File: src/rtl/mips_ins_loader.sv
// mips_ins_loader: program loader for SingleCycleClockMIPS.
// Receives a byte stream over valid/ready and packs each group of four
// bytes, most-significant byte first, into one 32-bit word. Each word is
// written to instruction memory with a one-cycle WE pulse at W_Addr. The
// CPU is held in reset until the whole program has been written.
//
// Optional feature: define LOADER_CHECKSUM_EN to expect one extra word
// after the program. It must equal the mod-2^32 sum of the program words,
// otherwise the loader parks in ERR with err=1 and the CPU still in reset.
//
// Ports:
//   CLK, RST     clock; synchronous active-high reset
//   start        begin a load session (honoured in IDLE, RUN, ERR)
//   num_words    program length in words, latched on an accepted start
//   in_valid     byte available on in_data
//   in_data      program byte
//   in_ready     loader accepts a byte this cycle
//   W_Ins        instruction word, stable while WE=1
//   W_Addr       word address of W_Ins
//   WE           one-cycle instruction-memory write strobe per word
//   CPU_RST      reset to the CPU, high while loading
//   busy         high while receiving/writing
//   done         high once the program is loaded and the CPU runs
//   err          checksum failure (always 0 without LOADER_CHECKSUM_EN)
module mips_ins_loader #(
  parameter int unsigned AW = 8
) (
  input  logic          CLK,
  input  logic          RST,
  input  logic          start,
  input  logic [AW-1:0] num_words,
  input  logic          in_valid,
  input  logic [7:0]    in_data,
  output logic          in_ready,
  output logic [31:0]   W_Ins,
  output logic [AW-1:0] W_Addr,
  output logic          WE,
  output logic          CPU_RST,
  output logic          busy,
  output logic          done,
  output logic          err
);

  localparam int unsigned WORD_W = 32;
  localparam int unsigned BCNT_W = 2;

  typedef enum logic [2:0] {
    IDLE  = 3'd0,
    RECV  = 3'd1,
    WRITE = 3'd2,
    RUN   = 3'd3,
    ERR   = 3'd4
  } state_t;

  state_t            state;
  logic [AW-1:0]     count;
  logic [BCNT_W-1:0] byte_cnt;

  logic              accept_c;
  logic              last_c;
  logic              nonzero_c;
  logic [WORD_W-1:0] word_next_c;

  // Byte handshake, shifted word, last-address and empty-program detection.
  assign accept_c    = in_valid && in_ready;
  assign word_next_c = {W_Ins[23:0], in_data};
  assign last_c      = (W_Addr == AW'(count - AW'(1)));
  assign nonzero_c   = (num_words != '0);

`ifdef LOADER_CHECKSUM_EN
  logic [WORD_W-1:0] sum;
  logic              chk_phase;
`else
  assign err = 1'b0;
`endif

  // Loader FSM; W_Ins doubles as the byte shift register.
  always_ff @(posedge CLK) begin
    if (RST) begin
      state    <= IDLE;
      count    <= '0;
      byte_cnt <= '0;
      W_Ins    <= '0;
      W_Addr   <= '0;
      WE       <= 1'b0;
      in_ready <= 1'b0;
      CPU_RST  <= 1'b1;
      busy     <= 1'b0;
      done     <= 1'b0;
`ifdef LOADER_CHECKSUM_EN
      err       <= 1'b0;
      sum       <= '0;
      chk_phase <= 1'b0;
`endif
    end else begin
      case (state)
        IDLE, RUN, ERR: begin
          if (start) begin
            count    <= num_words;
            W_Addr   <= '0;
            byte_cnt <= '0;
            // An empty program goes straight to RUN and lets the CPU go.
            state    <= nonzero_c ? RECV : RUN;
            in_ready <= nonzero_c;
            busy     <= nonzero_c;
            CPU_RST  <= nonzero_c;
            done     <= !nonzero_c;
`ifdef LOADER_CHECKSUM_EN
            err       <= 1'b0;
            sum       <= '0;
            chk_phase <= 1'b0;
`endif
          end
        end

        RECV: begin
          if (accept_c) begin
            W_Ins    <= word_next_c;
            byte_cnt <= BCNT_W'(byte_cnt + BCNT_W'(1));
            if (byte_cnt == BCNT_W'(3)) begin
              byte_cnt <= '0;
              in_ready <= 1'b0;
`ifdef LOADER_CHECKSUM_EN
              if (chk_phase) begin
                // Checksum word: decide, never written to memory.
                busy <= 1'b0;
                if (word_next_c == sum) begin
                  state   <= RUN;
                  CPU_RST <= 1'b0;
                  done    <= 1'b1;
                end else begin
                  state <= ERR;
                  err   <= 1'b1;
                end
              end else begin
                state <= WRITE;
                WE    <= 1'b1;
              end
`else
              state <= WRITE;
              WE    <= 1'b1;
`endif
            end
          end
        end

        WRITE: begin
          WE <= 1'b0;
`ifdef LOADER_CHECKSUM_EN
          sum <= sum + W_Ins;
`endif
          if (last_c) begin
`ifdef LOADER_CHECKSUM_EN
            // Collect the checksum word at an unchanged address.
            chk_phase <= 1'b1;
            state     <= RECV;
            in_ready  <= 1'b1;
`else
            state   <= RUN;
            CPU_RST <= 1'b0;
            done    <= 1'b1;
            busy    <= 1'b0;
`endif
          end else begin
            W_Addr   <= AW'(W_Addr + AW'(1));
            state    <= RECV;
            in_ready <= 1'b1;
          end
        end

        default: state <= IDLE;
      endcase
    end
  end

endmodule

File: config.mk
export PLATFORM = sky130hd
export DESIGN_NAME = mips_ins_loader
export DESIGN_NICKNAME = d
export VERILOG_FILES = /design/src/rtl/mips_ins_loader.sv
export SDC_FILE = /design/constraint.sdc
export NUM_CORES = 1
export LEC_CHECK = 0
export ABC_AREA = 1
export ABC_CLOCK_PERIOD_IN_PS = 2100
export CORE_UTILIZATION = 49
export DETAILED_ROUTE_END_ITERATION = 10
export PLACE_DENSITY = 0.89
export SYNTH_ARGS = -nofsm -noshare
export SYNTH_HDL_FRONTEND = slang
export SYNTH_SLANG_ARGS = --single-unit
File: constraint.sdc
create_clock -name CLK -period 2.1 [get_ports CLK]
set_input_delay 0.21 -clock CLK [delete_from_list [all_inputs] [get_ports CLK]]
set_output_delay 0.21 -clock CLK [all_outputs]
set_load 0.01 [all_outputs]
Word level (Yosys, flattened, before mapping)
Index checks and enable logic that the tools add are counted.
{"block": "totals", "register_bits": 58, "inputBits": 20, "output_inout_bits": 46, "wordCells": 67}
{"block": "op_classes", "addsub": 3, "eq_ne": 11, "muxes": 26, "reduce_logical": 17}
{"operator": "two-way mux 8 bit", "count": 2}
{"operator": "one-hot mux 8 bit (2 select lines)", "count": 1}
{"operator": "AND reduction 3 bit", "count": 5}
{"operator": "two-way mux 2 bit", "count": 5}
{"operator": "inequality test 2 bit (second input constant)", "count": 5}
{"operator": "two-way mux 1 bit", "count": 9}
{"operator": "two-way mux 3 bit", "count": 3}
{"operator": "one-hot mux 3 bit (3 select lines)", "count": 1}
{"operator": "adder 8 x 1 -> 8 bit (second input constant)", "count": 1}
{"operator": "equality test 8 bit", "count": 1}
{"operator": "nonzero test 8 bit", "count": 1}
{"operator": "subtractor 8 x 1 -> 8 bit (second input constant)", "count": 1}
{"operator": "equality test 3 x 2 -> 1 bit (second input constant)", "count": 2}
{"operator": "one-hot mux 1 bit (2 select lines)", "count": 3}
{"operator": "nonzero test 2 bit", "count": 3}
{"operator": "AND reduction 5 bit", "count": 1}
{"operator": "one-hot mux 2 bit (2 select lines)", "count": 1}
{"operator": "AND reduction 2 bit", "count": 2}
{"operator": "equality test 3 x 1 -> 1 bit (second input constant)", "count": 1}
{"operator": "equality test 3 bit (second input constant)", "count": 1}
{"operator": "zero test 3 bit", "count": 1}
{"operator": "one-hot mux 1 bit (3 select lines)", "count": 1}
{"operator": "nonzero test 3 bit", "count": 1}
{"operator": "OR reduction 3 bit", "count": 1}
{"operator": "4 further kinds", "count": 4}

Logic depth before layout (Yosys ltp)
Gate-level depths: netlist of run 1.
{"block": "logic_depth", "ltp_word": 4, "depth_mapped": 15, "depth_no_buf": 15}

Least setup slack after synthesis of run 1
OpenSTA, ideal clock, no wires.
{"block": "synth_path", "path_type": "flip-flop to flip-flop", "from": "register state[0]", "to": "register W_Addr[0]", "setup_time_ns": 0.064, "arrival_ns": 1.641, "t_required_ns": 2.036, "slack_ns": 0.395, "stages_incl_launch_ff": 10, "path_buffers": 0, "synth_period_minus_slack_ns": 1.705, "path_cell_list": "dfxtp_1 inv_1 ha_1 inv_1 nor2_1 nor2_1 nand2_2 inv_1 nor2_1 nor2_1"}
{"block": "synth_via", "elab_chain_cells": 4, "elab_cells_between_ends": 10, "classes_between": "5 x eq/ne; 1 x mux; 4 x reduce/logical"}
{"element": "from (decl)", "line_no": "55", "text": "state_t state;"}
{"element": "from (signal assigned)", "line_no": "103", "text": "state <= nonzero_c ? RECV : RUN;"}
{"element": "equality test 3 x 2 -> 1 bit (tied with other cells)", "line_no": "96", "text": "case (state)"}
{"element": "OR reduction 3 bit", "line_no": "96"}
{"element": "inequality test 2 bit (no line) / nonzero test 2 bit (equally long branches)"}
{"element": "AND reduction 3 bit (no line)"}
{"element": "to (signal assigned)", "line_no": "165", "text": "W_Addr <= AW'(W_Addr + AW'(1));"}
{"element": "to (decl)", "line_no": "36", "text": "output logic [AW-1:0] W_Addr,"}
Several ways; a longest one is shown, not always the timed one.
A chain may end at the register's enable or synchronous reset.

Worst setup path in the final report of run 1
{"block": "layout_path", "from": "register count[0]", "to": "register in_ready"}
{"block": "layout_via", "elab_chain_cells": 4}
{"element": "from (decl)", "line_no": "56", "text": "logic [AW-1:0] count;"}
{"element": "from (signal assigned)", "line_no": "99", "text": "count <= num_words;"}
{"element": "subtractor 8 x 1 -> 8 bit", "line_no": "67", "text": "assign last_c = (W_Addr == AW'(count - AW'(1)));"}
{"element": "equality test 8 bit", "line_no": "67"}
{"element": "inequality test 2 bit (no line)"}
{"element": "AND reduction 5 bit (no line)"}
{"element": "to (signal assigned)", "line_no": "104", "text": "in_ready <= nonzero_c;"}
{"element": "to (decl)", "line_no": "34", "text": "output logic in_ready,"}
No other way between the ends.

==> results of run 1 <==
## per-stage QoR
stage               area (um2)  TNS (ns)
detailed placement        3314         0
global route              3552  -0.02282
finish                    3552         0
global placement          3314         0
floorplan                 2597         0
CTS                       3525         0
## logic make-up (layout without fill, tap and decap cells)
family,after synthesis,count (layout)
simple gates,184,184
compound gates,73,73
other cells,1,1
fa+ha+maj,6,6
flops,57,57
buf+inv,44,119
xor+xnor,6,6
## sequential cells by signal (all words and copies together), names as in the netlist
name,cells
count,8
state,2
WE,1
W_Addr,8
busy,1
in_ready,1
W_Ins,32
done,1
CPU_RST,1
byte_cnt,2
## layer usage
metal / up-vias / track usage
met1: 1236 / 0.2843
li1: 1336 / -
met4: 0 / 0.08595
met2: 87 / 0.4154
met3: 15 / 0.08835
met5: - / 0
## critical path: stages (launching register included)
cell and delay [ns]:
dfxtp_1 0.37, inv_2 0.08, ha_1 0.29, inv_1 0.04, nand2_1 0.05, nand2_1 0.05
nor2_1 0.09, nand2_1 0.06, nor2_1 0.10, nand2_1 0.07, nor2_2 0.16, nand3_4 0.18
buf_4 0.19, nand3_1 0.09, a21oi_2 0.06
## final timing paths
kind                                  to  slack (ns)
worst max-delay path            in_ready        0.13
worst min-delay path                done        0.45
worst max register to register  in_ready        0.13
worst min register to register      done        0.45
## timing repair
| action | in CTS | in global routing |
|---|---|---|
| hold buffers | 0 | 0 |
| hold endpoints to repair | 0 | 0 |
| gates resized for setup | 0 | 2 |
| setup buffers | 0 | 2 |
| endpoints found under the setup margin | 0 | 8 |
## power by group
| part | leakage, nW | switching [mW] | total, mW | internal [mW] |
|---|---|---|---|---|
| logic | 0.981 | 0.943 | 1.61 | 0.664 |
| registers | 0.464 | 0.187 | 1.46 | 1.28 |
| clock network | 0.106 | 0.447 | 1.11 | 0.662 |
| total | 1.55 | 1.58 | 4.18 | 2.60 |
## cell usage after synthesis
| master | count | area, um2 |
|---|---|---|
| clkbuf_4 | 1 | 7.510 |
| inv_2 | 5 | 18.77 |
| a21oi_2 | 1 | 8.760 |
| nand2_2 | 4 | 25.02 |
| nand2_1 | 50 | 187.7 |
| a21oi_1 | 21 | 105.1 |
| buf_4 | 1 | 7.510 |
| nor3_1 | 2 | 10.01 |
| nand3_2 | 1 | 10.01 |
| o21ai_0 | 46 | 230.2 |
| nor2_2 | 4 | 25.02 |
| o21ai_1 | 2 | 10.01 |
| a31o_2 | 1 | 8.760 |
| dfxtp_1 | 57 | 1141 |
| buf_1 | 1 | 3.750 |
| clkbuf_1 | 11 | 41.29 |
| xor2_1 | 3 | 26.28 |
| ha_1 | 6 | 75.07 |
| clkinv_1 | 1 | 3.750 |
| nor3b_1 | 2 | 15.01 |
| nor2_1 | 96 | 360.4 |
| nand4_1 | 4 | 25.02 |
| o21bai_1 | 1 | 7.510 |
| inv_1 | 23 | 86.33 |
| nand3_1 | 19 | 95.09 |
| a31oi_1 | 1 | 6.260 |
| nand3b_1 | 2 | 15.01 |
| conb_1 | 1 | 3.750 |
| buf_6 | 1 | 11.26 |
| xnor2_1 | 3 | 26.28 |
## cell type report
cell class / count / area (um2)
repair buffers: 74 / 715.7
fillers: 424 / 1555
clock inverters: 6 / 82.58
clock buffers: 10 / 127.6
multi-input cells: 270 / 1289
well taps: 70 / 87.58
flip-flops and latches: 57 / 1141
inverters: 29 / 108.9
==> summary.txt, run 1 <==
Route
  – Per-cell routed wire length: 12.79 um
  – Highest Signal Layer: met4
  – Drt initial violations: 125
  – Routed Antenna Nets: 0
  – Vias: 2674
  – DRT Pass-1 Iters: 4
  – Vias per cell: 5.182
  – Met3 WL: 457 um
  – Wl on met1: 2.850 mm
  – Final wirelength: 6.599 mm
  – Post-route DRC: 0
  – Metal2 WL: 3.170 mm

Setup path
  – Endpoint class of the critical path: flop
  – Critical Path Start: count[0]
  – CP startpoint kind: flop
  – R2r startpoint: count[0]
  – Worst-path fanout max: 10
  – Cells on worst reg2reg path: 14
  – Critical path type: reg -> reg
  – CP Data Arrival Time: 2.20 ns
  – Required @ worst endpoint: 2.33 ns

Clock tree
  – Inserted Clock Buffers: 9
  – Clk_lat worst skew: 0.34 ns
  – CTS clk-pin slew, worst paths: 0.07 ns
  – Clk root buf: clkbuf_8
  – CTS Sinks: 57
  – H-Tree Depth: 3
  – Clock Path Buffers: 2
  – CTS tree: yes

Synthesis
  – Largest family of logic cells by synthesized area: simple AND/OR/NAND/NOR gates
  – Post-Synth Adder-Cell Area: 0.02890
  – Cell area after synthesis: 2597 um2
  – Post-synth cell types: 30
  – Post-synthesis mux area share: 0
  – Synth Area in Compound Gates: 0.1450
  – Synth Area in XOR/XNOR: 0.02023
  – Synth Register Bits: 57
  – Average cell area after synthesis: 7.001 um2
  – Yosys warning count: 0
  – Synthesized net count: 397
  – Syn Inst Count: 371
  – Post-synthesis sequential area ratio: 0.4393
  – Synth Area in Simple Gates: 0.2958

Global route
  – Antenna violations before repair: 0
  – Largest net degree at the start of global routing: 34
  – GRT Residual Overflow: 0
  – Vias in the first global route: 2383
  – Global Route Usage Sum: 0.2444
  – First-pass GRT wire length: 10.37 mm

Die
  – IO Count: 66
  – Die span in y: 74.81 um
  – Die X: 74.81 um
  – Die ar.: 5596 um2
  – Row Count: 26
  – Core ar.: 5107 um2
  – Initial core utilization: 0.5086

Cells and area
  – Share of post-route cells with drive strength above 1: 0.09193
  – Most frequent cells in the layout: 96 x nor2_1, 64 x clkdlybuf4s50_1, 57 x dfxtp_1, 50 x nand2_1, 46 x o21ai_0
  – Antenna diodes: 0
  – Most common cell after layout, fill and taps aside: nor2_1
  – Core Util, Final: 0.6955
  – Layout Nets: 467
  – Final Non-Filler Cells: 516
  – Area grow syn2layout: 36.75%

STA
  – Hold_ws: 0.4513 ns
  – Final WS setup: 0.1259 ns
  – Fmax achieved: 0.5066 GHz
  – Min Tclk post-route: 1.974 ns
  – Max Clock Skew: 0.007944 ns
  – Max Slew Vio Count: 0
  – Period utilization: 0.9400
  – Final Hold Fails: 0
  – Final setup fails: 0

Pwr
  – Total power: 4.180 mW
  – Pwr/cell area: 1177 nW/um2
  – Worst ir drop on vdd: 0.6621 mV
  – Static Leak: 1.551 nW

Hold path
  – HP Start: done
  – Hold path depth: 2
  – Hold WC Path Type: reg -> reg

Flow run
  – Max_cap viols: 0

Place
  – Pre-CTS WS: 0.08909 ns
  – Post-DP HPWL: 4.572 mm
  – IO Port Bufs: 64
  – Inst Count DP: 498
  – Gpl congestion: 0.8580

Outcome
  – Outcome: completed
(Power assumes the default switching activity.)
==> run 2, diff against run 1 <==
==> constraint.sdc (replaced) <==
create_clock -name CLK -period 2.1 [get_ports CLK]
set_input_delay 0.42 -clock CLK [delete_from_list [all_inputs] [get_ports CLK]]
set_output_delay 0.42 -clock CLK [all_outputs]
set_load 0.01 [all_outputs]
==> summary.txt, run 2 (same netlist as run 1, synthesis figures left out) <==
Route
  – Wl on met1: 2.811 mm (was 2.850 mm)
  – Vias per cell: 5.149 (was 5.182)
  – Vias: 2662 (was 2674)
  – Drt initial violations: 168 (was 125)
  – Metal2 WL: 3.615 mm (was 3.170 mm)
  – Per-cell routed wire length: 13.62 um (was 12.79 um)
  – DRT Pass-1 Iters: 4 (unchanged)
  – Post-route DRC: 0 (unchanged)
  – Met3 WL: 452 um (was 457 um)
  – Routed Antenna Nets: 0 (unchanged)
  – Highest Signal Layer: met4 (unchanged)
  – Final wirelength: 7.043 mm (was 6.599 mm)

STA
  – Fmax achieved: 0.5152 GHz (was 0.5066 GHz)
  – Setup TNS: 0 ns (unchanged)
  – Max Clock Skew: 0.01198 ns (was 0.007944 ns)
  – Max Slew Vio Count: 0 (unchanged)
  – Min Tclk post-route: 1.941 ns (was 1.974 ns)
  – Final setup fails: 0 (unchanged)
  – Final Hold Fails: 0 (unchanged)
  – Period utilization: 0.9243 (was 0.9400)

Die
  – Die ar.: 5596 um2 (unchanged)
  – IO Count: 66 (unchanged)
  – Initial core utilization: 0.5086 (unchanged)
  – Row Count: 26 (unchanged)
  – Die span in y: 74.81 um (unchanged)
  – Core ar.: 5107 um2 (unchanged)
  – Die X: 74.81 um (unchanged)

Setup path
  – Endpoint class of the critical path: flop (unchanged)
  – Critical Path Start: count[0] (unchanged)
  – Crit path max-delay cell type: dfxtp_1 (unchanged)
  – Required @ worst endpoint: 2.34 ns (was 2.33 ns)
  – Critical Path Sink: W_Addr[2] (was in_ready)
  – CP Cell Sequence: inv_2 > ha_2 > inv_1 > nand2_1 > nand2_1 > nor2_1 > nand2_1 > nor2_1 > nand2_1 > nor2_2 > nand3_4 > buf_4 > nand3_1 > a21oi_1 (was inv_2 > ha_1 > inv_1 > nand2_1 > nand2_1 > nor2_1 > nand2_1 > nor2_1 > nand2_1 > nor2_2 > nand3_4 > buf_4 > nand3_1 > a21oi_2)
  – CP Data Arrival Time: 2.18 ns (was 2.20 ns)
  – Worst-path fanout max: 9 (was 10)
  – CP startpoint kind: flop (unchanged)
  – CP peak stage delay: 0.36 ns (was 0.37 ns)
  – CP most frequent cell: nand2_1 (unchanged)
  – Reg-to-reg slack, setup: 0.16 ns (was 0.13 ns)
  – R2r startpoint: count[0] (unchanged)
  – Cells on worst reg2reg path: 14 (unchanged)
  – Reg2reg end: W_Addr[2] (was in_ready)
  – WP depth: 14 (unchanged)
  – CP Buf/Inv Count: 3 (unchanged)
  – Critical path type: reg -> reg (unchanged)
  – CP delay by family, top: simple AND/OR/NAND/NOR gates (unchanged)

Cells and area
  – Layout Nets: 468 (was 467)
  – Antenna diodes: 0 (unchanged)
  – Share of post-route cells with drive strength above 1: 0.09620 (was 0.09193)
  – Most common cell after layout, fill and taps aside: nor2_1 (unchanged)
  – Core Util, Final: 0.7036 (was 0.6955)
  – Area grow syn2layout: 38.34% (was 36.75%)
  – Final instance area: 3593 um2 (was 3552 um2)
  – Final Non-Filler Cells: 517 (was 516)
  – Top reg by flops: W_Ins (unchanged)
  – Fillers: 397 (was 424)
  – Most frequent cells in the layout: 96 x nor2_1, 64 x clkdlybuf4s50_1, 57 x dfxtp_1, 50 x nand2_1, 46 x o21ai_0 (unchanged)
  – Max reg flops: 32 (unchanged)
  – Registers with the most flip-flops: W_Ins: 32 flops, W_Addr: 8 flops, count: 8 flops (unchanged)

Clock tree
  – CTS Hold Buffers Added: 0 (unchanged)
  – Inserted Clock Buffers: 9 (unchanged)
  – CTS tree: yes (unchanged)
  – H-Tree Depth: 3 (unchanged)
  – Clock Path Buffers: 2 (unchanged)
  – Clk root buf: clkbuf_8 (unchanged)
  – CTS clk-pin slew, worst paths: 0.06 ns (was 0.07 ns)
  – CTS Sinks: 57 (unchanged)
  – Clk_lat worst skew: 0.35 ns (was 0.34 ns)

Outcome
  – Outcome: completed (unchanged)

Place
  – Placed Area: 3327 um2 (was 3314 um2)
  – Gpl congestion: 0.8907 (was 0.8580)
  – IO Port Bufs: 64 (unchanged)
  – Inst Count DP: 498 (unchanged)
  – Post-DP HPWL: 4.526 mm (was 4.572 mm)

Global route
  – Global Route Usage Sum: 0.2618 (was 0.2444)
  – Vias in the first global route: 2385 (was 2383)
  – GRT Residual Overflow: 0 (unchanged)
  – Largest net degree at the start of global routing: 35 (was 34)
  – First-pass GRT wire length: 10.85 mm (was 10.37 mm)
  – Antenna violations before repair: 0 (unchanged)

Pwr
  – Worst ir drop on vdd: 0.8662 mV (was 0.6621 mV)
  – Total power: 4.308 mW (was 4.180 mW)
  – Int Pwr: 2.681 mW (was 2.603 mW)
  – Pwr/cell area: 1199 nW/um2 (was 1177 nW/um2)
  – Sequential power share: 0.340 (was 0.350)
  – Clock Power Share: 0.277 (was 0.265)
  – Static Leak: 1.570 nW (was 1.551 nW)
  – Psw: 1.626 mW (was 1.577 mW)
  – Sw Share: 0.3775 (was 0.3773)
  – Comb power frac: 0.382 (was 0.384)

Hold path
  – Hold WC Path Type: reg -> reg (unchanged)

Flow run
  – Max_cap viols: 0 (unchanged)
[run 2: routing by layer]
layer  up-vias  track usage
li1       1333            -
met1      1232       0.2921
met2        83       0.4525
met3        14      0.09639
met4         0       0.1048
met5         -            0
[run 2: power by group through the flow]
| stage | logic, mW | registers, mW | clock network, mW |
|---|---|---|---|
| floorplan | 1.01 | 1.49 | 0 |
| global placement | 1.52 | 1.47 | 0 |
| detailed placement | 1.56 | 1.47 | 0 |
| CTS | 1.59 | 1.46 | 1.19 |
| global route | 1.85 | 1.48 | 1.25 |
| finish | 1.65 | 1.47 | 1.19 |
[run 2: worst min-delay path, stage by stage (launching register included)]
cell and delay [ns]:
dfxtp_1 0.31, inv_1 0.06, a21oi_1 0.06
[run 2: timing repair]
action / CTS / global route
buffers inserted: 0 / 3
setup endpoints to repair: 0 / 8
resized for setup: 0 / 3
[run 2: area by class of cell]
| class | instances | area (um2) | area share |
|---|---|---|---|
| Sequential cell | 57 | 1141 | 0.3175 |
| Tap cell | 70 | 87.58 | 0.02437 |
| Clock buffer | 12 | 155.1 | 0.04318 |
| Multi-Input combinational cell | 270 | 1291 | 0.3593 |
| Clock inverter | 4 | 73.82 | 0.02054 |
| Timing Repair Buffer | 75 | 735.7 | 0.2047 |
| Inverter | 29 | 108.9 | 0.03029 |
[run 2: metrics by stage]
| step | hold WS (ns) | worst slack [ns] |
|---|---|---|
| floorplan | 0.4409 | 0.3950 |
| global route | 0.4996 | -0.01054 |
| detailed placement | 0.4385 | 0.1356 |
| global placement | 0.4400 | 0.2087 |
| finish | 0.4740 | 0.1589 |
| CTS | 0.4746 | 0.1107 |
[run 2: how the worst min path moves through the flow]
stage	startpoint	end	slack (ns)	cells past startpoint
after CTS	done	done	0.47	2
after global routing	done	done	0.50	2
after floorplan	count[7]	count[7]	0.44	2
after global placement	done	done	0.44	2
after detailed placement	done	done	0.44	2
final	done	done	0.47	2
==> run 3, diff against run 2 <==
--- a/config.mk
+++ b/config.mk
@@ -7,9 +7,10 @@
 export LEC_CHECK = 0
 export ABC_AREA = 1
 export ABC_CLOCK_PERIOD_IN_PS = 2100
-export CORE_UTILIZATION = 49
+export CORE_UTILIZATION = 51
+export CTS_BUF_LIST = sky130_fd_sc_hd__clkbuf_8
 export DETAILED_ROUTE_END_ITERATION = 10
-export PLACE_DENSITY = 0.89
+export PLACE_DENSITY = 0.92
 export SYNTH_ARGS = -nofsm -noshare
 export SYNTH_HDL_FRONTEND = slang
 export SYNTH_SLANG_ARGS = --single-unit
==> summary.txt, run 3 (same netlist as run 1, synthesis figures left out) <==
Outcome
  – Outcome: completed (unchanged)

Setup path
  – Endpoint class of the critical path: flop (unchanged)
  – Worst-path fanout max: 7 (was 9)
  – Reg2reg end: W_Addr[2] (unchanged)
  – CP Data Arrival Time: 2.18 ns (about the same)
  – CP delay by family, top: simple AND/OR/NAND/NOR gates (unchanged)
  – Crit path max-delay cell type: dfxtp_1 (unchanged)
  – CP Cell Sequence: inv_1 > ha_4 > inv_1 > nand2_1 > nand2_1 > nor2_1 > nand2_1 > nor2_1 > nand2_1 > nor2_2 > nand3_4 > nand2_4 > buf_4 > nand2_1 > a21oi_1 (was inv_2 > ha_2 > inv_1 > nand2_1 > nand2_1 > nor2_1 > nand2_1 > nor2_1 > nand2_1 > nor2_2 > nand3_4 > buf_4 > nand3_1 > a21oi_1)
  – Cells on worst reg2reg path: 15 (was 14)
  – CP peak stage delay: 0.34 ns (was 0.36 ns)
  – CP startpoint kind: flop (unchanged)
  – Reg-to-reg slack, setup: 0.19 ns (was 0.16 ns)
  – Critical path type: reg -> reg (unchanged)
  – CP Buf/Inv Count: 3 (unchanged)
  – R2r startpoint: count[1] (was count[0])
  – CP most frequent cell: nand2_1 (unchanged)
  – Required @ worst endpoint: 2.37 ns (was 2.34 ns)

STA
  – Final Hold Fails: 0 (unchanged)
  – Period utilization: 0.9074 (was 0.9243)
  – Min Tclk post-route: 1.906 ns (was 1.941 ns)
  – Max Clock Skew: 0.01169 ns (was 0.01198 ns)
  – Final setup fails: 0 (unchanged)
  – Setup TNS: 0 ns (unchanged)
  – Max Slew Vio Count: 0 (unchanged)
  – Fmax achieved: 0.5248 GHz (was 0.5152 GHz)
  – RSZ-0062 raised after global routing: no
  – Hold_ws: 0.4726 ns (was 0.4740 ns)

Die
  – Initial core utilization: 0.5392 (was 0.5086)
  – IO Count: 66 (unchanged)
  – Die X: 73.37 um (was 74.81 um)
  – Core ar.: 4817 um2 (was 5107 um2)
  – Die span in y: 73.37 um (was 74.81 um)
  – Row Count: 25 (was 26)
  – Die ar.: 5382 um2 (was 5596 um2)

Cells and area
  – Registers with the most flip-flops: W_Ins: 32 flops, W_Addr: 8 flops, count: 8 flops (unchanged)
  – Fillers: 388 (was 397)
  – Antenna diodes: 0 (unchanged)
  – Area of the multi-input gates: 1304 um2 (was 1291 um2)
  – Most common cell after layout, fill and taps aside: nor2_1 (unchanged)
  – Layout Nets: 466 (was 468)
  – Max reg flops: 32 (unchanged)
  – Most frequent cells in the layout: 95 x nor2_1, 64 x clkdlybuf4s50_1, 56 x dfxtp_1, 50 x nand2_1, 46 x o21ai_0 (was 96 x nor2_1, 64 x clkdlybuf4s50_1, 57 x dfxtp_1, 50 x nand2_1, 46 x o21ai_0)
  – Seq. cell area: 1142 um2 (was 1141 um2)
  – Area grow syn2layout: 36.27% (was 38.34%)
  – Top reg by flops: W_Ins (unchanged)
  – Share of post-route cells with drive strength above 1: 0.09888 (was 0.09620)

Clock tree
  – CTS clk-pin slew, worst paths: 0.07 ns (was 0.06 ns)
  – Clk root buf: clkbuf_8 (unchanged)
  – CTS Sinks: 57 (unchanged)
  – Inserted Clock Buffers: 9 (unchanged)
  – CTS tree: yes (unchanged)
  – H-Tree Depth: 3 (unchanged)
  – CTS Hold Buffers Added: 0 (unchanged)
  – Clock Path Buffers: 2 (unchanged)
  – Clk_lat worst skew: 0.33 ns (was 0.35 ns)

Global route
  – GRT Residual Overflow: 0 (unchanged)
  – Largest net degree at the start of global routing: 35 (unchanged)
  – Antenna violations before repair: 0 (unchanged)
  – Vias in the first global route: 2531 (was 2385)
  – First-pass GRT wire length: 11.34 mm (was 10.85 mm)
  – Global Route Usage Sum: 0.2751 (was 0.2618)

Route
  – Final wirelength: 6.815 mm (was 7.043 mm)
  – Drt initial violations: 270 (was 168)
  – Vias: 2654 (was 2662)
  – DRT Pass-1 Iters: 4 (unchanged)
  – Post-route DRC: 0 (unchanged)
  – Vias per cell: 5.184 (was 5.149)
  – Routed Antenna Nets: 0 (unchanged)
  – Per-cell routed wire length: 13.31 um (was 13.62 um)

Hold path
  – Hold path depth: 2 (unchanged)
  – HP Start: CPU_RST (was done)
  – Hold WC Path Type: reg -> reg (unchanged)
  – Hold EP: CPU_RST (was done)

Pwr
  – Sequential power share: 0.363 (was 0.340)
  – Comb power frac: 0.411 (was 0.382)
  – Worst ir drop on vdd: 0.7412 mV (was 0.8662 mV)
  – Pwr/cell area: 1142 nW/um2 (was 1199 nW/um2)
  – Sw Share: 0.3973 (was 0.3775)
  – Psw: 1.606 mW (was 1.626 mW)
  – Int Pwr: 2.437 mW (was 2.681 mW)
  – Static Leak: 1.534 nW (was 1.570 nW)
  – Clock Power Share: 0.226 (was 0.277)

Place
  – Post-DP HPWL: 4.651 mm (was 4.526 mm)
  – Gpl congestion: 0.8929 (was 0.8907)
  – IO Port Bufs: 64 (unchanged)

Flow run
  – Max_cap viols: 0 (unchanged)
## run 3: power by group through the flow
stage               Sequential, mW  Combinational (mW)  Clock, mW
floorplan                     1.49                1.01          0
global placement              1.47                1.51          0
detailed placement            1.48                1.56          0
CTS                           1.46                1.58      0.931
global route                  1.49                1.89      0.981
finish                        1.47                1.66      0.916
## run 3: tightest hold or removal path, delay by kind of cell (launching register included)
| kind | cells | cell delay (ns) |
|---|---|---|
| flip-flops | 1 | 0.34 |
| AND/OR/NAND/NOR | 2 | 0.11 |
## run 3: worst max-delay path by stage
| stage | startpoint | slack (ns) | endpoint | cells past startpoint |
|---|---|---|---|---|
| after global routing | count[1] | 0.001 | W_Addr[2] | 15 |
| after global placement | count[0] | 0.22 | W_Addr[0] | 15 |
| after detailed placement | count[0] | 0.08 | W_Addr[0] | 15 |
| final | count[1] | 0.19 | W_Addr[2] | 15 |
| after CTS | count[0] | 0.07 | W_Addr[0] | 15 |
| after floorplan | state[0] | 0.39 | W_Addr[0] | 9 |
## run 3: timing repair
item / in CTS / in global routing
setup buffers: 0 / 3
resized for setup: 0 / 5
endpoints found under the hold margin: 0 / 0
setup endpoints to repair: 0 / 10
## run 3: per-layer routing
metal  global-route usage  wire length, um  share of wire
met4               0.1325              157          0.023
met5                    0                0              0
met3              0.07133              397          0.058
met2               0.4660             3383           0.50
met1               0.3237             2877           0.42
## run 3: cell type report
class | count | share of cell area
clock inverter | 6 | 0.01202
tap | 67 | 0.02368
timing repair buffer | 73 | 0.2036
clock buffer | 10 | 0.03888
multi-input combinational | 270 | 0.3683
inverter | 29 | 0.03075
sequential | 57 | 0.3227
## run 3: through the flow
| stage | std cells | cell area (um2) | utilization | power (mW) | setup slack [ns] |
|---|---|---|---|---|---|
| 2_1_floorplan | 371 | 2597 | - | 2.502 | 0.3950 |
| 3_3_place_gp | 493 | 3308 | 0.6868 | 2.981 | 0.2165 |
| 3_5_place_dp | 493 | 3308 | 0.6868 | 3.038 | 0.08032 |
| 4_1_cts | 509 | 3488 | 0.7242 | 3.972 | 0.06903 |
| 5_1_grt | 512 | 3540 | 0.7348 | 4.362 | 0.001147 |
| 6_report | 512 | 3540 | 0.7348 | 4.042 | 0.1944 |
